`config.mk`:
```
export PLATFORM = sky130hd
export DESIGN_NAME = param_mem
export DESIGN_NICKNAME = d
export VERILOG_FILES = /design/src/rtl/param_mem_pkg.sv /design/src/rtl/param_mem_rsp_fifo.sv /design/src/rtl/param_mem.sv
export SDC_FILE = /design/constraint.sdc
export NUM_CORES = 2
export LEC_CHECK = 0
export CAP_MARGIN = 40
export CELL_PAD_IN_SITES_DETAIL_PLACEMENT = 0
export CELL_PAD_IN_SITES_GLOBAL_PLACEMENT = 1
export CORE_MARGIN = 4
export CORE_UTILIZATION = 35
export CTS_BUF_LIST = sky130_fd_sc_hd__clkbuf_2 sky130_fd_sc_hd__clkbuf_4 sky130_fd_sc_hd__clkbuf_8
export DETAILED_ROUTE_END_ITERATION = 12
export PLACE_DENSITY_LB_ADDON = 0.3
export SETUP_SLACK_MARGIN = 0.4
export SYNTH_ARGS = -nofsm -noshare
export SYNTH_HDL_FRONTEND = slang
export SYNTH_HIERARCHICAL = 1
export SYNTH_MEMORY_MAX_BITS = 65536
export SYNTH_SLANG_ARGS = --single-unit
```
`constraint.sdc`:
```
create_clock -name clk -period 9.12 [get_ports clk]
set_clock_uncertainty 0.1 [all_clocks]
set_input_delay 0.912 -clock clk [delete_from_list [all_inputs] [get_ports clk]]
set_output_delay 0.912 -clock clk [all_outputs]
set_load 0.01 [all_outputs]
```
`src/rtl/param_mem_pkg.sv`:
```
// Shared types and helpers for the param_mem memory block.
package param_mem_pkg;

    typedef enum logic [1:0] {
        INIT  = 2'd0,
        RUN   = 2'd1,
        DRAIN = 2'd2
    } state_e;

    // Deepest read-latency pipeline the block is designed for.
    localparam int RD_LAT_MAX = 4;

    // Even parity: stored bit makes the byte plus its parity bit an even count of ones.
    function automatic logic byte_parity(input logic [7:0] b);
        return ^b;
    endfunction

endpackage

```
`src/rtl/param_mem_rsp_fifo.sv`:
```
// Synchronous response FIFO holding {perr, rdata}; count output feeds the request credit.
module param_mem_rsp_fifo #(
    parameter int W     = 17,
    parameter int DEPTH = 4
) (
    input  logic                       clk,
    input  logic                       rst_n,
    input  logic                       push,
    input  logic [W-1:0]               push_data,
    input  logic                       pop,
    output logic                       valid,
    output logic [W-1:0]               head,
    output logic [$clog2(DEPTH+1)-1:0] count
);

    localparam int PW = (DEPTH > 1) ? $clog2(DEPTH) : 1;
    localparam int CW = $clog2(DEPTH + 1);

    logic [W-1:0]  entries [DEPTH];
    logic [PW-1:0] wr_ptr;
    logic [PW-1:0] rd_ptr;
    logic          do_push;
    logic          do_pop;

    assign do_push = push && (count != CW'(DEPTH));
    assign do_pop  = pop && (count != '0);
    assign valid   = (count != '0);
    assign head    = valid ? entries[rd_ptr] : '0;

    function automatic logic [PW-1:0] ptr_inc(input logic [PW-1:0] p);
        return (p == PW'(DEPTH - 1)) ? '0 : p + PW'(1);
    endfunction

    // NOTE: storage has no reset; only pointers and count do, and count gates every read.
    always_ff @(posedge clk) begin
        if (do_push) begin
            entries[wr_ptr] <= push_data;
        end
    end

    // NOTE: sequential state uses non-blocking assignments so all registers update together.
    always_ff @(posedge clk or negedge rst_n) begin
        if (!rst_n) begin
            wr_ptr <= '0;
            rd_ptr <= '0;
            count  <= '0;
        end else begin
            if (do_push) wr_ptr <= ptr_inc(wr_ptr);
            if (do_pop)  rd_ptr <= ptr_inc(rd_ptr);
            case ({do_push, do_pop})
                2'b10:   count <= count + CW'(1);
                2'b01:   count <= count - CW'(1);
                default: count <= count;
            endcase
        end
    end

endmodule

```
`src/rtl/param_mem.sv`:
```
// Parametrised single-port memory with valid/ready requests and buffered in-order responses.
// Optional per-byte even parity is enabled by defining MEM_PARITY_EN.
module param_mem
    import param_mem_pkg::*;
#(
    parameter int DW        = 16,
    parameter int AW        = 8,
    parameter int RD_LAT    = 1,
    parameter int RSP_DEPTH = 4
) (
    input  logic            clk,
    input  logic            rst_n,
    input  logic            req_valid,
    output logic            req_ready,
    input  logic            req_we,
    input  logic [AW-1:0]   req_addr,
    input  logic [DW-1:0]   req_wdata,
    input  logic [DW/8-1:0] req_be,
    output logic            rsp_valid,
    input  logic            rsp_ready,
    output logic [DW-1:0]   rsp_rdata,
    output logic            rsp_perr,
    input  logic            clear_req,
    input  logic            parity_inj,
    output logic            busy_init
);

    localparam int DEPTH = 2 ** AW;
    localparam int NB    = DW / 8;
    localparam int CW    = $clog2(RSP_DEPTH + RD_LAT + 1);
    localparam int FCW   = $clog2(RSP_DEPTH + 1);

    state_e          state;
    state_e          state_nxt;
    logic [AW-1:0]   init_addr;
    logic            wr_fire;
    logic            rd_fire;
    logic            rsp_pop;
    logic [DW-1:0]   rd_word;
    logic            rd_perr;
    logic            push_v;
    logic [DW:0]     push_d;
    logic [CW-1:0]   inflight;
    logic [CW-1:0]   occupancy;
    logic            fifo_valid;
    logic [DW:0]     fifo_head;
    logic [FCW-1:0]  fifo_count;

    assign wr_fire = req_valid && req_ready && req_we;
    assign rd_fire = req_valid && req_ready && !req_we;
    assign rsp_pop = fifo_valid && rsp_ready;

    // ---------------- storage array ----------------
    logic [DW-1:0] mem [DEPTH];

    // Combinational read lets a read accepted right after a write see the new word.
    assign rd_word = mem[req_addr];

    always_ff @(posedge clk) begin
        if (state == INIT) begin
            mem[init_addr] <= '0;
        end else if (wr_fire) begin
            for (int i = 0; i < NB; i++) begin
                if (req_be[i]) mem[req_addr][8*i +: 8] <= req_wdata[8*i +: 8];
            end
        end
    end

`ifdef MEM_PARITY_EN
    logic [NB-1:0] par [DEPTH];
    logic [NB-1:0] rd_par;

    assign rd_par = par[req_addr];

    always_ff @(posedge clk) begin
        if (state == INIT) begin
            par[init_addr] <= '0;
        end else if (wr_fire) begin
            for (int i = 0; i < NB; i++) begin
                if (req_be[i]) par[req_addr][i] <= byte_parity(req_wdata[8*i +: 8]) ^ parity_inj;
            end
        end
    end

    // NOTE: default assigned first so the combinational block cannot infer a latch.
    always_comb begin
        rd_perr = 1'b0;
        for (int i = 0; i < NB; i++) begin
            if (byte_parity(rd_word[8*i +: 8]) != rd_par[i]) rd_perr = 1'b1;
        end
    end
`else
    logic unused_parity_inj;

    assign unused_parity_inj = parity_inj;
    assign rd_perr           = 1'b0;
`endif

    // ---------------- read-latency pipeline ----------------
    generate
        if (RD_LAT == 1) begin : g_direct
            assign push_v   = rd_fire;
            assign push_d   = {rd_perr, rd_word};
            assign inflight = '0;
        end else begin : g_pipe
            logic [RD_LAT-2:0] pv;
            logic [DW:0]       pd [RD_LAT-1];

            always_ff @(posedge clk or negedge rst_n) begin
                if (!rst_n) begin
                    pv <= '0;
                end else begin
                    pv[0] <= rd_fire;
                    for (int i = 1; i < RD_LAT - 1; i++) pv[i] <= pv[i-1];
                end
            end

            // Payload follows the valid bits; an unset valid makes a stale payload harmless.
            always_ff @(posedge clk) begin
                if (rd_fire) pd[0] <= {rd_perr, rd_word};
                for (int i = 1; i < RD_LAT - 1; i++) pd[i] <= pd[i-1];
            end

            always_comb begin
                inflight = '0;
                for (int i = 0; i < RD_LAT - 1; i++) inflight = inflight + CW'(pv[i]);
            end

            assign push_v = pv[RD_LAT-2];
            assign push_d = pd[RD_LAT-2];
        end
    endgenerate

    // ---------------- response buffer ----------------
    param_mem_rsp_fifo #(
        .W     (DW + 1),
        .DEPTH (RSP_DEPTH)
    ) u_rsp_fifo (
        .clk       (clk),
        .rst_n     (rst_n),
        .push      (push_v),
        .push_data (push_d),
        .pop       (rsp_pop),
        .valid     (fifo_valid),
        .head      (fifo_head),
        .count     (fifo_count)
    );

    assign rsp_valid = fifo_valid;
    assign rsp_perr  = fifo_head[DW];
    assign rsp_rdata = fifo_head[DW-1:0];

    // A pop this cycle frees its slot immediately, which sustains one read per cycle.
    assign occupancy = inflight + CW'(fifo_count) - CW'(rsp_pop);
    assign req_ready = (state == RUN) && (occupancy < CW'(RSP_DEPTH));
    assign busy_init = (state == INIT);

    // ---------------- control FSM ----------------
    always_ff @(posedge clk or negedge rst_n) begin
        if (!rst_n) begin
            state     <= INIT;
            init_addr <= '0;
        end else begin
            state     <= state_nxt;
            init_addr <= (state == INIT) ? init_addr + AW'(1) : '0;
        end
    end

    always_comb begin
        state_nxt = state;
        case (state)
            INIT:    if (init_addr == '1) state_nxt = RUN;
            RUN:     if (clear_req) state_nxt = DRAIN;
            DRAIN:   if ((inflight == '0) && !fifo_valid) state_nxt = INIT;
            default: state_nxt = INIT;
        endcase
    end

endmodule

```
; Word level (Yosys, flattened, before mapping)
; Memories as Yosys holds them, arrays and structs flattened.
; Cells that the tools add are included.
[word_totals]
regBits = 17
latch_bits = 0
ramBits = 4160
mem_bits_ro = 0
in_bits = 33
output_inout_bits = 20
mem_count = 2
[classes]
n_addsub = 6
multipliers = 0
div_mod_pow = 0
n_lt_le_gt_ge = 1
eq_ne = 11
shift = 0
muxes = 24
bitwise = 0
reduce_logical = 13
[memory_table]
columns = memory, words, width, rd, rd_ports_with_merged_regs, write_ports, line_no
row1 = mem, 256, 16, 1, 0, 1, param_mem.sv:54  ; logic [DW-1:0] mem [DEPTH];
row2 = u_rsp_fifo.entries, 4, 16, 1, 0, 1, param_mem_rsp_fifo.sv:19  ; logic [W-1:0] entries [DEPTH];
[ops]
columns = operator, count
row1 = 2-to-1 mux 17 bit, 1
row2 = 2-to-1 mux 16 bit, 1
row3 = 2-to-1 mux 8 bit, 2
row4 = OR reduction 16 bit, 1
row5 = 2-to-1 mux 1 bit, 12
row6 = 2-to-1 mux 2 bit, 6
row7 = "adder 8 x 1 -> 8 bit, second input constant", 1
row8 = "== test 2 bit, second input constant", 4
row9 = "== test 8 bit, second input constant", 1
row10 = logical AND 1 bit, 7
row11 = case mux 2 bit (3 select lines), 1
row12 = case mux 3 bit (2 select lines), 1
row13 = "adder 2 x 1 -> 2 bit, second input constant", 2
row14 = "== test 2 x 1 -> 1 bit, second input constant", 2
row15 = "inequality test 2 bit, second input constant", 2
row16 = "adder 3 x 1 -> 3 bit, second input constant", 1
row17 = "less-than comparator 3 bit, second input constant", 1
row18 = "inequality test 3 bit, second input constant", 1
row19 = AND reduction 3 bit, 1
row20 = nonzero test 3 bit, 1
row21 = subtractor 3 x 1 -> 3 bit, 1
row22 = "subtractor 3 x 1 -> 3 bit, second input constant", 1
row23 = zero test 2 bit, 1
row24 = "inequality test 2 x 1 -> 1 bit, second input constant", 1
row25 = 2 further kinds, 2

; Logic depth before layout (Yosys ltp)
[logic_depth]
ltp_word = 12
ltp_mapped = 18
mapped_depth_nobuf = 14

; Hierarchy
; Netlist, hierarchy kept.
[by_module_without_submodules]
columns = module, n_inst, cells_each, area_per_inst_um2
row1 = param_mem, 1, 8090, 161623.8
row2 = param_mem_rsp_fifo, 1, 147, 3022.9

; Worst setup path before layout
; No wires, ideal clock.
[synth_path]
kind = register -> register
startpoint = register u_rsp_fifo.count[0]
endpoint = memory mem[0][10] (data pin)
setup_ns = 0.875
t_arrival_ns = 5.420
t_required_ns = 8.145
path_slack_ns = 2.725
path_stages_with_launch = 10
synth_period_minus_slack_ns = 6.395
cell_sequence = dfrtp_1 -> or3_1 -> buf_6 -> buf_2 -> and4bb_2 -> xnor2_2 -> and3_1 -> clkbuf_1 -> clkbuf_1 -> and3_1
[synth_between]
elab_chain_cells = 12
[synth_rtl]
columns = item, line_no
row1 = "start, declared", param_mem_rsp_fifo.sv:13  ; output logic [$clog2(DEPTH+1)-1:0] count
row2 = "start signal, assigned", param_mem_rsp_fifo.sv:51  ; 2'b10: count <= count + CW'(1);
row3 = "start signal, assigned", param_mem_rsp_fifo.sv:52  ; 2'b01: count <= count - CW'(1);
row4 = "start signal, assigned", param_mem_rsp_fifo.sv:53  ; default: count <= count;
row5 = nonzero test 3 bit *, param_mem_rsp_fifo.sv:27  ; assign valid = (count != '0);
row6 = named net rsp_valid, param_mem.sv:19  ; output logic rsp_valid,
row7 = logical AND 1 bit *, param_mem.sv:51  ; assign rsp_pop = fifo_valid && rsp_ready;
row8 = subtractor 3 x 1 -> 3 bit *, param_mem.sv:154  ; assign occupancy = inflight + CW'(fifo_count) - CW'(rsp_pop);
row9 = less-than comparator 3 bit *, param_mem.sv:155  ; assign req_ready = (state == RUN) && (occupancy < CW'(RSP_DEPTH));
row10 = logical AND 1 bit *, param_mem.sv:155
row11 = logical AND 1 bit * (2 in a row), param_mem.sv:49  ; assign wr_fire = req_valid && req_ready && req_we;
row12 = 2-to-1 mux 1 bit, param_mem.sv:62  ; end else if (wr_fire) begin
row13 = 2-to-1 mux 1 bit, param_mem.sv:60  ; if (state == INIT) begin
row14 = 2-to-1 mux 1 bit (not written as such), param_mem.sv:64  ; if (req_be[i]) mem[req_addr][8*i +: 8] <= req_wdata[8*i +: 8];
row15 = OR reduction 16 bit (no line) *, -
row16 = 2-to-1 mux 16 bit (no line) *, -
row17 = "end, declared", param_mem.sv:54
; Mark *: on every way through the listed nets, which the timed path passes. The rest lies on a longest branch.

; Worst setup path after layout
[layout_path]
startpoint = register u_rsp_fifo.count[0]
endpoint = memory mem[10][0] (enable)
[layout_between]
elab_chain_cells = 12
[layout_rtl]
columns = item, line_no
row1 = nonzero test 3 bit, param_mem_rsp_fifo.sv:27
row2 = logical AND 1 bit, param_mem.sv:51
row3 = subtractor 3 x 1 -> 3 bit *, param_mem.sv:154
row4 = less-than comparator 3 bit *, param_mem.sv:155
row5 = logical AND 1 bit *, param_mem.sv:155
row6 = logical AND 1 bit * (2 in a row), param_mem.sv:49
row7 = 2-to-1 mux 1 bit, param_mem.sv:62
row8 = 2-to-1 mux 1 bit, param_mem.sv:60
row9 = 2-to-1 mux 1 bit (not written as such), param_mem.sv:64
row10 = OR reduction 16 bit (no line), -
row11 = 2-to-1 mux 8 bit (no line) or 2-to-1 mux 2 bit (tied branches), -
; Every way passes the cells marked *; elsewhere a longest branch is shown, timed or not.

==> results.yml <==
clock_tree:
  clock-root-buffer: "clkbuf_8"
  htree_levels: 6
  hold_buffers: 1
  cts_sinks: 4181
  cts_resized: 0
  clk_latency_ps: 1230
  cts_tree: "yes"
  clk_pin_slew_ps: 60
  cts_buffers: 667
  post_cts_buffers: 0
  cts_buffer_depth: 4
pwr:
  p_leak_uw: 0.04866
  power_density_mw_per_mm2: 205.9
  power_uw: 38160
  peakVddDrop_mv: 0.1293
sta:
  period_needed_ps: 5580
  drv_slew: 0
  worstMarginPinSlew_ps: 1212
  fin_tns_setup_ps: 0
  rsz0062_at_grt: "false"
  hold_ws_ps: 399.4
  fmax_mhz: 179.2
  fin_crit_sh_pct: 61.18
  hold_violations: 0
  finalSetupViolCount: 0
  slew_headroom_pct: 19.19
yosys:
  ys_seq_area_share_pct: 76.20
  synthTopCellsByCount: "4,164 x edfxtp_1, 757 x mux2i_1, 718 x mux4_2"
  synth.area.top_cells: "edfxtp_1 76%, mux4_2 9.8%, mux2i_1 4.6%, nor2_1 1.4%, o221ai_1 1.1%"
  yosysWarnings: 6
  synth_ff_type: "edfxtp_1"
  yosysMostFrequentCell: "edfxtp_1"
  syn_area_mm2: 0.1646
  synth_cells: 8237
  synth.avg_cell_area_um2: 19.99
  synth_top_area_share_pct: 75.94
  synth_edf_count: 4164
  ys_async_sr_fraction_pct: 0.4066
  synth_top_area_cell: "edfxtp_1"
  ys_ff_latch: 4181
  ys_types: 82
detailed_routing:
  num_vias: 83947
  drt_wl_total_um: 464100
  avgViaCountPerCell: 5.450
  drt.antenna.violating_nets: 0
  drt-initial-drc-count: 8501
  remaining_drc_errors: 0
  routedWlPerCell_um: 30.13
  dr.pass1.iters: 5
placed_design:
  port_buffers: 51
  detailedPlacementHpwl_um: 278200
  gp_congestion: 0.8030
  placed_area_mm2: 0.1722
die:
  fp.dieH_um: 693.9
  initial_utilization_pct: 35.19
  io_pins: 53
  core-area_mm2: 0.4679
  die_area_mm2: 0.4815
  placement_rows: 251
  die_w_um: 693.9
cells_and_area:
  n_fill_cell: 41741
  layout.nets: 8711
  drive_above_1_share_pct: 23.15
  fin_util_pct: 39.59
  final_area_mm2: 0.1853
  syn2layout_area_growth_pct: 12.53
global_routing:
  antenna_found_initial: 24
  grt_pass1_vias: 85346
  grt_use_total_pct: 18.85
  grt_pass1_wl_um: 651500
  grt_overflow: 0
  grt_max_degree: 193
outcome:
  outcome: "completed"
min_path:
  hold_class: "register to register"
  holdPathStages: 1
setup_path:
  crit_type: "register to register"
  worstPathMaxFanout: 22
  required_ps: 9820
  r2r.worst_path.cells: 11
  end_kind: "register"
  critPathArrivalTime_ps: 6280
  worst_setup_path_start_kind: "register"
flow_run:
  max-cap-violations: 0
logic make-up after synthesis:
logic type	synth area share, %
flip-flops	76.20
multiplexers	14.58
AND/OR/NAND/NOR	2.990
AO/OA/AOI/OAI	3.769
buffers and inverters	2.334
XOR/XNOR	0.05776
adder cells (fa/ha/maj)	0.06535
other	0.002278
layout make-up:
| class | instances | area (µm²) | area share, % |
|---|---|---|---|
| clock inverter | 309 | 2190 | 1.182 |
| clock buffer | 877 | 10810 | 5.836 |
| timing repair buffer | 320 | 3304 | 1.784 |
| antenna | 18 | 45.04 | 0.02431 |
| inverter | 12 | 55.05 | 0.02971 |
| multi-input combinational | 3488 | 35640 | 19.24 |
| tap | 6198 | 7755 | 4.186 |
| sequential | 4181 | 125500 | 67.72 |
worst max-delay path: stages (launching register included):
cell,delay (ps)
dfrtp_1,420
or3_1,380
buf_4,240
and4bb_2,290
xnor2_2,310
buf_8,210
and3_1,600
nand3_1,410
nand2_2,150
buf_4,480
nand2b_1,630
nor2_1,870
metal layers:
metal | up-vias | global-route usage [%] | part of all wire [%]
li1 | 34984 | - | -
met5 | - | 0.2700 | 0.0045
met1 | 45031 | 25.48 | 41
met4 | 4 | 5.170 | 2.7
met2 | 3255 | 31.25 | 49
met3 | 673 | 3.458 | 7.0
sequential cells by signal, summed over array words and instances (netlist names):
| register | count |
|---|---|
| u_rsp_fifo/rd_ptr | 2 |
| init_addr | 8 |
| mem | 4096 |
| u_rsp_fifo/wr_ptr | 2 |
| state | 2 |
| u_rsp_fifo/entries | 68 |
| u_rsp_fifo/count | 3 |
final timing paths:
path	from	to	slack, ps
setup / recovery	u_rsp_fifo/count[0]	mem[10][0]	3540
hold / removal	state[0]	state[1]	400
setup reg to reg	u_rsp_fifo/count[0]	mem[10][0]	3540
hold reg to reg	state[0]	state[1]	400
max in group asynchronous	rst_n	init_addr[3]	8100
min in group asynchronous	rst_n	u_rsp_fifo/rd_ptr[0]	530
placed cells by master (no fill, tap or decap), types with 29 or more instances in the layout:
| cell type | Yosys | routed |
|---|---|---|
| edfxtp_1 | 4164 | 4164 |
| mux2i_1 | 757 | 757 |
| mux4_2 | 718 | 718 |
| clkbuf_8 | 0 | 676 |
| nor2_1 | 603 | 599 |
| o221ai_1 | 212 | 212 |
| clkbuf_4 | 0 | 201 |
| buf_4 | 25 | 185 |
| a21oi_1 | 178 | 177 |
| clkinv_1 | 0 | 170 |
| o22ai_1 | 132 | 132 |
| o21ai_0 | 118 | 118 |
| nand2_1 | 111 | 110 |
| a22oi_1 | 85 | 85 |
| clkinv_2 | 0 | 61 |
| nor3_1 | 58 | 55 |
| clkdlybuf4s50_1 | 0 | 45 |
| nand3_1 | 44 | 44 |
| buf_12 | 21 | 38 |
| nand4_1 | 36 | 36 |
| nor4_1 | 31 | 30 |
| and2_1 | 30 | 29 |
per-stage QoR:
stage | worst slack [ps] | std cells
6_report | 3540 | 15403
5_1_grt | 3320 | 15391
4_1_cts | 3567 | 15379
3_5_place_dp | 3268 | 14192
3_3_place_gp | 2844 | 14130
2_1_floorplan | 2725 | 8240
where the power goes:
part	total [µW]	internal [µW]	switching, µW
registers	20900	20800	30.6
logic	1480	580	902
clock network	15800	8370	7440
No activity file was read; power rests on OpenSTA's default activity.
